[config.mk]
export PLATFORM = sky130hd
export DESIGN_NAME = gate_tester_flat
export DESIGN_NICKNAME = d
export VERILOG_FILES = /design/src/rtl/gate_pkg.sv /design/src/rtl/gate_tester_if.sv /design/src/rtl/gate_golden.sv /design/src/rtl/gate_tester.sv /design/src/flat_wrapper.sv
export SDC_FILE = /design/constraint.sdc
export NUM_CORES = 1
export LEC_CHECK = 0
export CAP_MARGIN = 25
export CELL_PAD_IN_SITES_DETAIL_PLACEMENT = 0
export CELL_PAD_IN_SITES_GLOBAL_PLACEMENT = 1
export CORE_ASPECT_RATIO = 0.8
export CORE_MARGIN = 3
export CORE_UTILIZATION = 30
export CTS_CLUSTER_SIZE = 40
export DETAILED_ROUTE_END_ITERATION = 16
export GPL_TIMING_DRIVEN = 0
export PLACE_DENSITY = 0.68
export SLEW_MARGIN = 20
export SYNTH_ARGS = -nofsm -noshare
export SYNTH_HDL_FRONTEND = slang
export SYNTH_SLANG_ARGS = --single-unit
[constraint.sdc]
create_clock -name clk -period 2.1 [get_ports clk]
set_input_delay 0.21 -clock clk [delete_from_list [all_inputs] [get_ports clk]]
set_output_delay 0.21 -clock clk [all_outputs]
set_load 0.05 [all_outputs]
[src/rtl/gate_pkg.sv]
// Shared types, constants and the golden response function for the gate tester.
package gate_pkg;

    localparam int unsigned NUM_OUT = 7;
    localparam int unsigned NUM_VEC = 4;
    localparam int unsigned ERR_MAX = 255;

    typedef enum logic [1:0] {StIdle, StSettle, StCheck, StDone} state_e;

    // Bit 0 is o1, bit 6 is o7.
    function automatic logic [NUM_OUT-1:0] gate_expect(input logic a, input logic b);
        return {~(a ^ b), ~(a & b), ~(a | b), a ^ b, a & b, a | b, ~a};
    endfunction

endpackage

[src/rtl/gate_tester_if.sv]
// Stimulus/response bundle between the tester and the gate under test.
interface gate_tester_if;
    logic a;
    logic b;
    logic o1;
    logic o2;
    logic o3;
    logic o4;
    logic o5;
    logic o6;
    logic o7;

    modport master (output a, output b,
                    input o1, input o2, input o3, input o4, input o5, input o6, input o7);
    modport slave  (input a, input b,
                    output o1, output o2, output o3, output o4, output o5, output o6, output o7);
endinterface

[src/rtl/gate_golden.sv]
// Combinational reference model of the seven-output gate block.
module gate_golden
    import gate_pkg::*;
(
    input  logic               a,
    input  logic               b,
    output logic [NUM_OUT-1:0] exp_out
);
    assign exp_out = gate_expect(a, b);
endmodule

[src/rtl/gate_tester.sv]
// Sweeps all {a, b} vectors into the gate under test, compares responses against the
// golden model, and reports mismatch count plus the first failing vector and mask.
module gate_tester
    import gate_pkg::*;
#(
    parameter int unsigned SETTLE_CYCLES = 2,
    parameter int unsigned PASSES        = 1
) (
    input  logic               clk,
    input  logic               rst,
    input  logic               start,
    gate_tester_if.master      gif,
    output logic               busy,
    output logic               done,
    output logic               pass_ok,
    output logic [7:0]         err_count,
    output logic [1:0]         first_fail_vec,
    output logic [NUM_OUT-1:0] first_fail_mask
);
    localparam int unsigned CNT_W  = (SETTLE_CYCLES > 1) ? $clog2(SETTLE_CYCLES) : 1;
    localparam int unsigned PASS_W = (PASSES > 1) ? $clog2(PASSES) : 1;

    state_e               state_q, state_d;
    logic [1:0]           vec_q, vec_d;
    logic [1:0]           ab_q, ab_d;
    logic [PASS_W-1:0]    pass_q, pass_d;
    logic [CNT_W-1:0]     cnt_q, cnt_d;
    logic [7:0]           err_q, err_d;
    logic [1:0]           ff_vec_q, ff_vec_d;
    logic [NUM_OUT-1:0]   ff_mask_q, ff_mask_d;
    logic                 pass_ok_q, pass_ok_d;
    logic [NUM_OUT-1:0]   exp_out;
    logic [NUM_OUT-1:0]   mism;

    gate_golden u_golden (
        .a       (ab_q[1]),
        .b       (ab_q[0]),
        .exp_out (exp_out)
    );

    assign mism = {gif.o7, gif.o6, gif.o5, gif.o4, gif.o3, gif.o2, gif.o1} ^ exp_out;

    always_comb begin
        state_d   = state_q;
        vec_d     = vec_q;
        ab_d      = ab_q;
        pass_d    = pass_q;
        cnt_d     = cnt_q;
        err_d     = err_q;
        ff_vec_d  = ff_vec_q;
        ff_mask_d = ff_mask_q;
        pass_ok_d = pass_ok_q;
        busy      = 1'b0;
        done      = 1'b0;
        unique case (state_q)
            StIdle: begin
                if (start) begin
                    state_d   = StSettle;
                    vec_d     = 2'd0;
                    ab_d      = 2'd0;
                    pass_d    = '0;
                    cnt_d     = '0;
                    err_d     = 8'd0;
                    ff_vec_d  = 2'd0;
                    ff_mask_d = '0;
                    pass_ok_d = 1'b0;
                end
            end
            StSettle: begin
                busy = 1'b1;
                if (cnt_q == CNT_W'(SETTLE_CYCLES - 1)) begin
                    state_d = StCheck;
                end else begin
                    cnt_d = cnt_q + CNT_W'(1);
                end
            end
            StCheck: begin
                busy = 1'b1;
                if (mism != '0) begin
                    if (err_q != 8'(ERR_MAX)) begin
                        err_d = err_q + 8'd1;
                    end
                    // A saturating count is nonzero exactly when a failure is recorded.
                    if (err_q == 8'd0) begin
                        ff_vec_d  = vec_q;
                        ff_mask_d = mism;
                    end
                end
                if (vec_q == 2'(NUM_VEC - 1) && pass_q == PASS_W'(PASSES - 1)) begin
                    state_d   = StDone;
                    ab_d      = 2'd0;
                    // Latched on entry so the verdict is already valid alongside done.
                    pass_ok_d = (err_d == 8'd0);
                end else begin
                    state_d = StSettle;
                    vec_d   = vec_q + 2'd1;
                    ab_d    = vec_q + 2'd1;
                    cnt_d   = '0;
                    if (vec_q == 2'(NUM_VEC - 1)) begin
                        pass_d = pass_q + PASS_W'(1);
                    end
                end
            end
            StDone: begin
                done    = 1'b1;
                state_d = StIdle;
            end
            default: state_d = StIdle;
        endcase
    end

    always_ff @(posedge clk or posedge rst) begin
        if (rst) begin
            state_q   <= StIdle;
            vec_q     <= 2'd0;
            ab_q      <= 2'd0;
            pass_q    <= '0;
            cnt_q     <= '0;
            err_q     <= 8'd0;
            ff_vec_q  <= 2'd0;
            ff_mask_q <= '0;
            pass_ok_q <= 1'b0;
        end else begin
            state_q   <= state_d;
            vec_q     <= vec_d;
            ab_q      <= ab_d;
            pass_q    <= pass_d;
            cnt_q     <= cnt_d;
            err_q     <= err_d;
            ff_vec_q  <= ff_vec_d;
            ff_mask_q <= ff_mask_d;
            pass_ok_q <= pass_ok_d;
        end
    end

    assign gif.a           = ab_q[1];
    assign gif.b           = ab_q[0];
    assign pass_ok         = pass_ok_q;
    assign err_count       = err_q;
    assign first_fail_vec  = ff_vec_q;
    assign first_fail_mask = ff_mask_q;

endmodule
[src/flat_wrapper.sv]
// flat-port wrapper written by rule: the top's interface ports become plain ports
module gate_tester_flat import gate_pkg::*;
#(
    parameter int unsigned SETTLE_CYCLES = 2,
    parameter int unsigned PASSES        = 1
)
  (clk, rst, start, busy, done, pass_ok, err_count, first_fail_vec, first_fail_mask, gif_a, gif_b, gif_o1, gif_o2, gif_o3, gif_o4, gif_o5, gif_o6, gif_o7);
  gate_tester_if gif_i ();
  input  logic clk;
  input  logic rst;
  input  logic start;
  output logic busy;
  output logic done;
  output logic pass_ok;
  output logic [7:0] err_count;
  output logic [1:0] first_fail_vec;
  output logic [NUM_OUT-1:0] first_fail_mask;
  output wire logic [$bits(gif_i.a)-1:0] gif_a;
  output wire logic [$bits(gif_i.b)-1:0] gif_b;
  input wire logic [$bits(gif_i.o1)-1:0] gif_o1;
  input wire logic [$bits(gif_i.o2)-1:0] gif_o2;
  input wire logic [$bits(gif_i.o3)-1:0] gif_o3;
  input wire logic [$bits(gif_i.o4)-1:0] gif_o4;
  input wire logic [$bits(gif_i.o5)-1:0] gif_o5;
  input wire logic [$bits(gif_i.o6)-1:0] gif_o6;
  input wire logic [$bits(gif_i.o7)-1:0] gif_o7;
  assign gif_a = gif_i.a;
  assign gif_b = gif_i.b;
  assign gif_i.o1 = gif_o1;
  assign gif_i.o2 = gif_o2;
  assign gif_i.o3 = gif_o3;
  assign gif_i.o4 = gif_o4;
  assign gif_i.o5 = gif_o5;
  assign gif_i.o6 = gif_o6;
  assign gif_i.o7 = gif_o7;
  gate_tester #(.SETTLE_CYCLES(SETTLE_CYCLES), .PASSES(PASSES)) u_core (.clk(clk), .rst(rst), .start(start), .gif(gif_i), .busy(busy), .done(done), .pass_ok(pass_ok), .err_count(err_count), .first_fail_vec(first_fail_vec), .first_fail_mask(first_fail_mask));
endmodule
# --- Word level (Yosys, flattened, before mapping) ---
# Cells that the tools add are included.
totals:
  out_inout_bits: 22
  n_memories: 0
  ramBits: 0
  latch_bits: 0
  regBits: 26
  rom_bits: 0
op_classes:
  eq_ne: 12
  n_lt_le_gt_ge: 0
  bitwise: 9
  addsub: 4
  n_mux: 32
  multipliers: 0
  reduce_logical: 15
  div_mod_pow: 0
  n_shift: 0
op_table:
  columns: ["operator", "count"]
  rows:
  - ["2-to-1 mux 8 bit", 4]
  - ["2-to-1 mux 7 bit", 3]
  - ["logical NOT 8 bit", 2]
  - ["2-to-1 mux 2 bit", 8]
  - ["one-hot mux 8 bit (2 select lines)", 1]
  - ["one-hot mux 7 bit (2 select lines)", 1]
  - ["one-hot mux 2 bit (2 select lines)", 3]
  - ["!= test 2 x 1 -> 1 bit (second input constant)", 5]
  - ["AND reduction 3 bit", 3]
  - ["adder 8 x 1 -> 8 bit (second input constant)", 1]
  - ["2-to-1 mux 1 bit", 8]
  - ["!= test 8 bit (second input constant)", 1]
  - ["one-hot mux 2 bit (4 select lines)", 1]
  - ["AND reduction 4 bit", 2]
  - ["nonzero test 7 bit", 1]
  - ["XOR 7 bit", 1]
  - ["== test 2 bit (second input constant)", 3]
  - ["NOT 1 bit", 5]
  - ["!= test 2 bit (second input constant)", 2]
  - ["one-hot mux 1 bit (2 select lines)", 2]
  - ["AND reduction 2 bit", 2]
  - ["one-hot mux 1 bit (3 select lines)", 1]
  - ["nonzero test 3 bit", 1]
  - ["adder 1 bit (second input constant)", 2]
  - ["other kinds (9)", 9]

# --- Longest topological paths before layout ---
# Gate-level depths: netlist of run 1.
depth:
  depth_word: 9
  mapped_depth: 9
  ltp_nobuf: 8

# --- Modules after synthesis ---
# A second synthesis of run 1 with hierarchy kept.
unflattened:
  hier_cells: 205
  area_unflattened_um2: 1871.8
by_module_without_submodules:
  columns: ["mod", "area_each_um2", "cells_each", "n_inst"]
  rows:
  - ["gate_tester", 1803.0, 196, 1]
  - ["gate_golden", 68.8, 9, 1]

# --- Worst setup path before layout of run 1 ---
# No wires, ideal clock.
synth_timing:
  path_kind: "reg-to-reg"
  from: "register u_core.ab_q[1]"
  to: "register u_core.pass_ok_q, in the netlist u_core.pass_ok"
  n_path_buf: 1
  path_stages_with_launch: 10
  arrival_time_ps: 2478
  t_required_ps: 1996
  slack_ps: -482
  setup_ps: 104
  period_less_slack_ps: 2582
  path_cell_list: "dfrtp_1 > inv_1 > ha_1 > or3b_1 > a21oi_1 > and2_4 > buf_8 > nor3b_1 > o21ba_1 > o41ai_2"
synth_via:
  elab_chain_cells: 9
synth_rtl:
  columns: ["element", "line", "text"]
  rows:
  - ["start: declaration", "gate_tester.sv:25", "logic [1:0] ab_q, ab_d;"]
  - ["start signal: assignment", "gate_tester.sv:116", "ab_q <= 2'd0;"]
  - ["start signal: assignment", "gate_tester.sv:126", "ab_q <= ab_d;"]
  - ["OR 1 bit, or another cell as far along", "gate_pkg.sv:12", "return {~(a ^ b), ~(a & b), ~(a | b), a ^ b, a & b, a | b, ~a};"]
  - ["NOT 1 bit", "gate_pkg.sv:12", null]
  - ["XOR 7 bit *", "gate_tester.sv:41", "assign mism = {gif.o7, gif.o6, gif.o5, gif.o4, gif.o3, gif.o2, gif.o1} ^ exp_out;"]
  - ["nonzero test 7 bit *", "gate_tester.sv:79", "if (mism != '0) begin"]
  - ["2-to-1 mux 8 bit *", "gate_tester.sv:79", null]
  - ["2-to-1 mux 8 bit *", "gate_tester.sv:55", "unique case (state_q)"]
  - ["logical NOT 8 bit *", "gate_tester.sv:93", "pass_ok_d = (err_d == 8'd0);"]
  - ["2-to-1 mux 1 bit *", "gate_tester.sv:89", "if (vec_q == 2'(NUM_VEC - 1) && pass_q == PASS_W'(PASSES - 1)) begin"]
  - ["one-hot mux 1 bit (2 select lines) *", "gate_tester.sv:55", null]
  - ["end signal: assignment", "gate_tester.sv:132", "pass_ok_q <= pass_ok_d;"]
  - ["end: declaration", "gate_tester.sv:31", "logic pass_ok_q, pass_ok_d;"]
# Every way passes the cells marked *; elsewhere a longest branch is shown, timed or not. The select of a mux whose other input is x is not followed.
# A chain may end at the register's enable or synchronous reset.

# --- Worst setup path in the final report of run 1 ---
layout_timing:
  from: "register u_core.ab_q[0]"
  to: "register u_core.pass_ok_q, in the netlist u_core.pass_ok"
# The elaborated chain is that of the path after synthesis.

==> results.toml, run 1 <==
[die]
core_area_um2 = 5238
die_h_um = 73.34
die_x_um = 90.17
die-area_um2 = 6613
initial_core_util = 0.3247
io-pin-count = 32
rows = 23

[logic_synthesis]
synth_common_cells = "dfrtp_1, inv_1, nand2_1"
syn-num-nets = 209
ys_seq_area_frac = 0.3826
ys_ff_latch = 26
ys.flop_type = "dfrtp_1"
async_flop_share = 1.000
synth_top_area_share = 0.3826
ys_warn_count = 0
synth_edf_count = 0
synth_area_um2 = 1700
synthMostInstantiatedCell = "dfrtp_1"
yosysUniqueCellTypes = 43
syn_inst = 189
synth_top_cell_by_area = "dfrtp_1"
synth_area_leaders = "dfrtp_1, ha_1, mux2i_1"
synth.avg_cell_area_um2 = 8.997

[route]
wl_per_cell_um = 13.90
ant_nets = 0
wl_mm = 4.324
vias = 1500
routed_via_density = 4.823
drcViolationCount = 0
first_pass_iters = 4
drt_iter0_drc = 74

[clock_network]
cts_tree = "done"
cts-root-buf = "clkbuf_8"
cts_max_level = 1
numCtsBuffers = 3
clock_latency_ps = 270
clkSinkCount = 26
clockBufferDepth = 2
clkTransAtPathRegs_ps = 90

[sta]
whs_ps = 263.0
slew_headroom = 0.6187
fin_worst_skew_ps = 1.363
maxSlewViolCount = 0
finalSetupViolations = 13
setup_slack_ps = -180.3
fin_crit_ps = 2280
hold_violations = 0
min_period_over_period = 1.086
worst_slew_pin_slew_ps = 570.7
fmax_mhz = 438.5
rsz0062_at_grt = "yes"

[pwr]
leakagePower_nw = 1.006
power-per-cell-area_nw_per_um2 = 1259
peakVddDrop_uv = 1210

[placement]
dp_hpwl_mm = 3.137
gp_congestion = 0.8181
dpl_cell_area_um2 = 2162
dp.cells = 296
pre_cts_slack_ps = -305.1
io_buffers = 31

[global_routing]
grt_pass1_wl_mm = 7.479
gr-total-overflow = 0
grt_usage = 0.1407
antenna_found_initial = 0
grt_pass1_vias = 1455
grt_start_max_net_pins = 18

[setup_path]
path_cells = "ha_2, or3b_1, a22oi_2, and2_4, buf_8, nor3b_2, o21ba_1, o41ai_2"
worstPathRequired_ps = 2270
startpoint_type = "register"
crit_slowest_cell = "dfrtp_2"
arrival_ps = 2450
crit_fanout = 7
end_kind = "register"
critical_path.max_stage_delay_ps = 440
critPathKind = "register to register"

[final_layout]
multi_input_area_um2 = 1013
fillers = 532
seq_area_um2 = 653.1
syn2layout_area_growth_pct = 37.68
stdcell_count = 311
insertedDiodeCount = 0
drive_gt1_frac = 0.1653
fin_area_um2 = 2341
utilization = 0.4470
nNetsFinal = 257

[flow_run]
max-cap-violations = 0

[min_path]
hp-class = "input pin to async pin"

[outcome]
violations = "negative setup slack"
status = "complete, but fails checks"
[state kept, by name, summed over array words and instances, names as in the netlist, 2 cells and up]
| name | cells |
|---|---|
| u_core.err_count | 8 |
| u_core.state_q | 2 |
| u_core.first_fail_mask | 7 |
| u_core.ab_q | 2 |
| u_core.vec_q | 2 |
| u_core.first_fail_vec | 2 |
[cell usage in the layout, fill, tap and decap left out, types with 2 or more instances in the layout]
cell / n
clkdlybuf4s50_1: 30
dfrtp_1: 24
inv_1: 17
nand2_1: 17
o21ai_0: 12
buf_4: 10
mux2i_1: 9
a21oi_1: 8
ha_1: 8
clkbuf_1: 6
nor2_1: 6
and3_1: 5
xnor2_1: 5
nand3_1: 4
nor3_1: 4
o21ai_1: 4
clkbuf_8: 4
nor2b_1: 3
nand2b_1: 3
nand3b_1: 3
a31oi_1: 3
o22ai_1: 3
o31ai_1: 3
xor2_1: 3
or3b_1: 2
nor4_1: 2
o21a_1: 2
and2_1: 2
inv_2: 2
a22o_1: 2
dfrtp_2: 2
[metal layers]
layer / wire length (um) / vias to the layer above / track usage / part of all wire
li1: - / 764 / - / -
met1: 2260 / 707 / 0.2079 / 0.52
met2: 1882 / 25 / 0.2127 / 0.44
met3: 153 / 4 / 0.03275 / 0.035
met4: 28 / 0 / 0.02377 / 0.0065
met5: 0 / - / 0 / 0
[power breakdown]
part	total, mW	switching [mW]	leakage, nW	internal [mW]
combinational	1.87	1.17	0.631	0.700
clock	0.328	0.161	0.0288	0.168
sequential	0.747	0.113	0.346	0.634
[final timing paths]
path	from	end	slack, ps	cells after the start
worst max-delay path	u_core.ab_q[0]	u_core.pass_ok	-180	8
worst min-delay path	rst	u_core.err_count[6]	260	2
worst max register to register	u_core.ab_q[0]	u_core.pass_ok	-180	8
worst min register to register	u_core.cnt_q	u_core.cnt_q	520	1
max in group asynchronous	rst	u_core.ab_q[1]	1370	3
min in group clk	u_core.cnt_q	u_core.cnt_q	520	1
[area by class of cell]
class                           instances  area share
Clock buffer                            4     0.02352
Multi-Input combinational cell        137      0.4329
Inverter                               19     0.03046
Tap cell                               75     0.04009
Sequential cell                        26      0.2790
Buffer                                  8     0.01817
Timing Repair Buffer                   42      0.1758
[worst max-delay path: cells and delay by family (launching register included)]
family	cells	cell delay (ps)
AO/OA/AOI/OAI	3	770
AND/OR/NAND/NOR	3	630
flip-flops	1	440
adder cells (fa/ha/maj)	1	220
buffers and inverters	1	110
[stage by stage]
stage               total power [mW]  TNS, ps
finish                         2.946    -1367
global route                   3.173    -3032
CTS                            2.964    -1407
detailed placement             2.495    -3186
global placement               2.484    -2979
floorplan                      2.003    -1568
[logic make-up after synthesis]
| logic type | count (synthesis) | synth area share |
|---|---|---|
| buf+inv | 27 | 0.06623 |
| xor+xnor | 8 | 0.04121 |
| fa+ha+maj | 10 | 0.07358 |
| flops | 26 | 0.3826 |
| simple gates | 60 | 0.1921 |
| compound gates | 48 | 0.1847 |
| mux | 10 | 0.05960 |
[timing repair]
action | 4_1_cts | 5_1_grt
setup buffers | 10 | 0
endpoints found under the setup margin | 17 | 19
hold endpoints to repair | 0 | 0
gates resized for setup | 10 | 2
cloned | 1 | 0
pin swaps | 7 | 1
hold buffers | 0 | 0
Note: power is estimated with default switching activity, not from simulation.
==> run 2: changes to the inputs <==
- CAP_MARGIN: 25 -> default
- CORE_UTILIZATION: 30 -> 35
- PLACE_DENSITY: 0.68 -> 0.77
==> results.toml, run 2 (synthesized netlist as in run 1, its figures left out) <==
[outcome]
violations = "negative setup slack"
status = "complete, but fails checks"

[setup_path]
worstPathRequired_ps = 2290
startpoint_type = "register"
arrival_ps = 2460
end_kind = "register"
critPathKind = "register to register"
crit_fanout = 6

[final_layout]
fin_area_um2 = 2351
insertedDiodeCount = 0
nNetsFinal = 258
layout_common_cells = "clkdlybuf4s50_1, dfrtp_1, nand2_1"
syn2layout_area_growth_pct = 38.26
final_common_cell = "clkdlybuf4s50_1"
drive_gt1_frac = 0.1772
largest_register_ff_count = 8

[sta]
worst_slew_pin_slew_ps = 594.7
min_period_over_period = 1.081
fin_worst_skew_ps = 9.939
setup_slack_ps = -169.3
whs_ps = 297.0
fin_crit_ps = 2269
maxSlewViolCount = 0
finalSetupViolations = 8
hold_violations = 0
fin_tns_setup_ps = -278.4
rsz0062_at_grt = "yes"
fmax_mhz = 440.7
slew_headroom = 0.6008

[die]
initial_core_util = 0.3677
rows = 22
die-area_um2 = 5736
core_area_um2 = 4624
io-pin-count = 32
die_x_um = 83.93
die_h_um = 68.34

[min_path]
hp-class = "input pin to async pin"

[clock_network]
cts_tree = "done"
ctsHoldBuffers = 0
cts_max_level = 1
clock_latency_ps = 290
clockBufferDepth = 2
numCtsBuffers = 3
clkSinkCount = 26
clkTransAtPathRegs_ps = 110
cts-root-buf = "clkbuf_8"

[pwr]
leakagePower_nw = 1.015
peakVddDrop_uv = 909.1
power_mw = 3.086
power-per-cell-area_nw_per_um2 = 1313

[global_routing]
antenna_found_initial = 0
grt_pass1_wl_mm = 7.017
gr-total-overflow = 0
grt_pass1_vias = 1389
grt_usage = 0.1542
grt_start_max_net_pins = 27

[route]
vias = 1506
ant_nets = 0
drt_iter0_drc = 91
wl_per_cell_um = 14.36
routed_via_density = 5.071
drcViolationCount = 0
first_pass_iters = 4
wl_mm = 4.264

[placement]
dpl_cell_area_um2 = 2116
pre_cts_slack_ps = -268.1
dp_hpwl_mm = 2.890
gp_congestion = 0.8068
io_buffers = 31

[flow_run]
max-cap-violations = 0
[run 2: cell count changes in the layout (fill, tap and decap cells not counted), sizes merged]
cell          before  now
clkbuf            11   10
dlymetal6s2s       0    1
buf               12   13
bufinv             0    1
dlygate4sd2        1    0
[run 2: area by class of cell]
cell class / instances / area [um^2]
Inverter: 19 / 71.32
Multi-Input combinational cell: 137 / 1035
Timing Repair Buffer: 43 / 402.9
Clock inverter: 1 / 30.03
Tap cell: 60 / 75.07
Fill cell: 427 / 2273
Buffer: 8 / 42.54
Clock buffer: 3 / 41.29
Sequential cell: 26 / 653.1
[run 2: where the power goes]
part / switching (mW) / internal, mW
clock network: 0.181 / 0.256
logic: 1.17 / 0.724
registers: 0.118 / 0.634
[run 2: worst paths after layout]
| check | startpoint | to | slack [ps] | cells past startpoint |
|---|---|---|---|---|
| worst min register to register | u_core.cnt_q | u_core.cnt_q | 520 | 1 |
| max in group asynchronous | rst | u_core.ab_q[0] | 1390 | 2 |
| worst max-delay path | u_core.ab_q[1] | u_core.pass_ok | -170 | 9 |
| worst max register to register | u_core.ab_q[1] | u_core.pass_ok | -170 | 9 |
| worst min-delay path | rst | u_core.first_fail_mask[0] | 300 | 2 |
| min in group clk | u_core.cnt_q | u_core.cnt_q | 520 | 1 |
[run 2: per-layer routing]
| layer | GRT usage | wire length (um) | up-vias | share of wire |
|---|---|---|---|---|
| li1 | - | - | 765 | - |
| met1 | 0.2277 | 2209 | 699 | 0.52 |
| met2 | 0.2361 | 1808 | 38 | 0.42 |
| met3 | 0.03610 | 229 | 4 | 0.054 |
| met4 | 0.01807 | 17 | 0 | 0.0040 |
| met5 | 0 | 0 | - | 0 |
[run 2: metrics by stage]
| stage | util | instances |
|---|---|---|
| floorplan | - | 189 |
| CTS | 0.4919 | 291 |
| detailed placement | 0.4575 | 280 |
| global route | 0.5084 | 297 |
| finish | 0.5084 | 297 |
| global placement | 0.4575 | 280 |
[run 2: worst max-delay path, cell delays in order, from the launching register on]
cell,delay (ps)
dfrtp_2,450
inv_2,90
ha_4,210
or3b_4,380
a21oi_4,160
and2_4,180
buf_8,120
nor3b_1,50
o21ba_1,200
o41ai_2,340
[run 2: timing repair]
action / CTS / global route
resized for setup: 9 / 5
buffers inserted: 6 / 7
pin swaps: 4 / 6
cloned: 1 / 0
setup endpoints to repair: 19 / 17
==> run 3: changes to the inputs <==
- PLACE_DENSITY: 0.77 -> default
- PLACE_DENSITY_LB_ADDON: default -> 0.1
==> results.toml, run 3 (synthesized netlist as in run 1, its figures left out) <==
[outcome]
status = "complete, but fails checks"
violations = "negative setup slack"

[clock_network]
clockBufferDepth = 2
cts_max_level = 1
clkSinkCount = 26
clock_latency_ps = 280
cts-root-buf = "clkbuf_8"
cts_tree = "done"
clkTransAtPathRegs_ps = 100
numCtsBuffers = 3

[sta]
min_period_over_period = 1.090
fmax_mhz = 436.8
fin_crit_ps = 2290
slew_headroom = 0.6224
setup_slack_ps = -189.6
hold_violations = 0
fin_worst_skew_ps = 7.881
maxSlewViolCount = 0
rsz0062_at_grt = "yes"
whs_ps = 293.7
worst_slew_pin_slew_ps = 562.6
finalSetupViolations = 13

[route]
wl_mm = 4.287
ant_nets = 0
vias = 1523
drt_iter0_drc = 70
wl_per_cell_um = 14.63
drcViolationCount = 0
routed_via_density = 5.198
first_pass_iters = 4

[pwr]
p_int_mw = 1.592
combPwrFrac = 0.611
seq_power_share = 0.247
p_clk_frac = 0.143
p_switching_mw = 1.452
power-per-cell-area_nw_per_um2 = 1318
leakagePower_nw = 0.9940
peakVddDrop_uv = 575.2
swShare = 0.4769

[setup_path]
path_cells = "inv_2, ha_4, or3b_4, a21oi_4, and2_4, buf_8, nor4_1, a221oi_1, o41ai_2"
path_buf_inv = 2
regToRegStartpoint = "u_core.ab_q[0]"
crit_fanout = 7
r2r_slack_ps = -190
end_kind = "register"
critical_path.max_stage_delay_ps = 440
r2r-end = "u_core.pass_ok"
crit_slowest_cell = "dfrtp_2"
arrival_ps = 2450
cpLargestDelayFamily = "compound AO/OA/AOI/OAI gates"
worstPathRequired_ps = 2260
worstSetupStartpoint = "u_core.ab_q[0]"
startpoint_type = "register"
critPathKind = "register to register"
reg2regPathDepth = 9

[die]
die_h_um = 68.34
core_area_um2 = 4624
die-area_um2 = 5736
die_x_um = 83.93
io-pin-count = 32
initial_core_util = 0.3677
rows = 22

[global_routing]
grt_usage = 0.1626
grt_pass1_vias = 1544
antenna_found_initial = 0
gr-total-overflow = 0
grt_pass1_wl_mm = 7.410
grt_start_max_net_pins = 27

[final_layout]
final_common_cell = "clkdlybuf4s50_1"
nNetsFinal = 254
insertedDiodeCount = 0
utilization = 0.4995
drive_gt1_frac = 0.1631
syn2layout_area_growth_pct = 35.84
largest_register_ff_count = 8
layout_common_cells = "clkdlybuf4s50_1, dfrtp_1, nand2_1"

[placement]
gp_congestion = 0.7828
dp_hpwl_mm = 3.107
pre_cts_slack_ps = -258.1
io_buffers = 31

[min_path]
hp-class = "input pin to async pin"

[flow_run]
max-cap-violations = 0
## run 3: metal layers
layer / wire length, um / up-vias / GRT usage
li1: - / 755 / -
met1: 2034 / 730 / 0.2022
met2: 2017 / 30 / 0.2827
met3: 172 / 8 / 0.03971
met4: 62 / 0 / 0.05221
met5: 0 / - / 0
## run 3: layout make-up
class | instances | area (um^2)
plain buffers | 8 | 42.54
clock buffers | 3 | 41.29
clock inverters | 1 | 30.03
fillers | 456 | 2315
inverters | 19 | 71.32
multi-input cells | 137 | 1016
flip-flops and latches | 26 | 653.1
well taps | 60 | 75.07
repair buffers | 39 | 380.4
## run 3: worst max-delay path by stage
stage,endpoint,slack (ps),cells past startpoint
after detailed placement,u_core.first_fail_vec[1],-260,7
final,u_core.pass_ok,-190,9
after floorplan,u_core.first_fail_mask[0],-160,9
after CTS,u_core.pass_ok,-180,9
after global placement,u_core.first_fail_mask[3],-230,8
after global routing,u_core.pass_ok,-290,9
## run 3: worst register-to-register path, stage by stage, from the launching register on
cell and delay [ps]:
dfrtp_2 440, inv_2 90, ha_4 210, or3b_4 410, a21oi_4 190, and2_4 200
buf_8 130, nor4_1 50, a221oi_1 330, o41ai_2 140
## run 3: stage by stage
step	std cells	cell area (um^2)	setup TNS, ps	power [mW]
finish	293	2310	-555.3	3.044
global route	293	2310	-2275	3.272
CTS	292	2283	-810.0	3.059
detailed placement	280	2116	-2785	2.482
global placement	280	2116	-2443	2.459
floorplan	189	1730	-1568	2.003
## run 3: power groups by stage
| stage | logic [mW] | registers [mW] | clock network (mW) |
|---|---|---|---|
| 4_1_cts | 1.86 | 0.751 | 0.447 |
| 5_1_grt | 2.03 | 0.774 | 0.472 |
| 6_report | 1.86 | 0.750 | 0.434 |
| 3_5_place_dp | 1.72 | 0.758 | 0 |
| 2_1_floorplan | 0.972 | 1.03 | 0 |
| 3_3_place_gp | 1.70 | 0.754 | 0 |
## run 3: timing repair
action / in CTS / in global routing
hold buffers: 0 / 0
setup buffers: 7 / 1
setup endpoints to repair: 17 / 18
pin swaps: 7 / 5
resized for setup: 10 / 5
cloned: 1 / 0
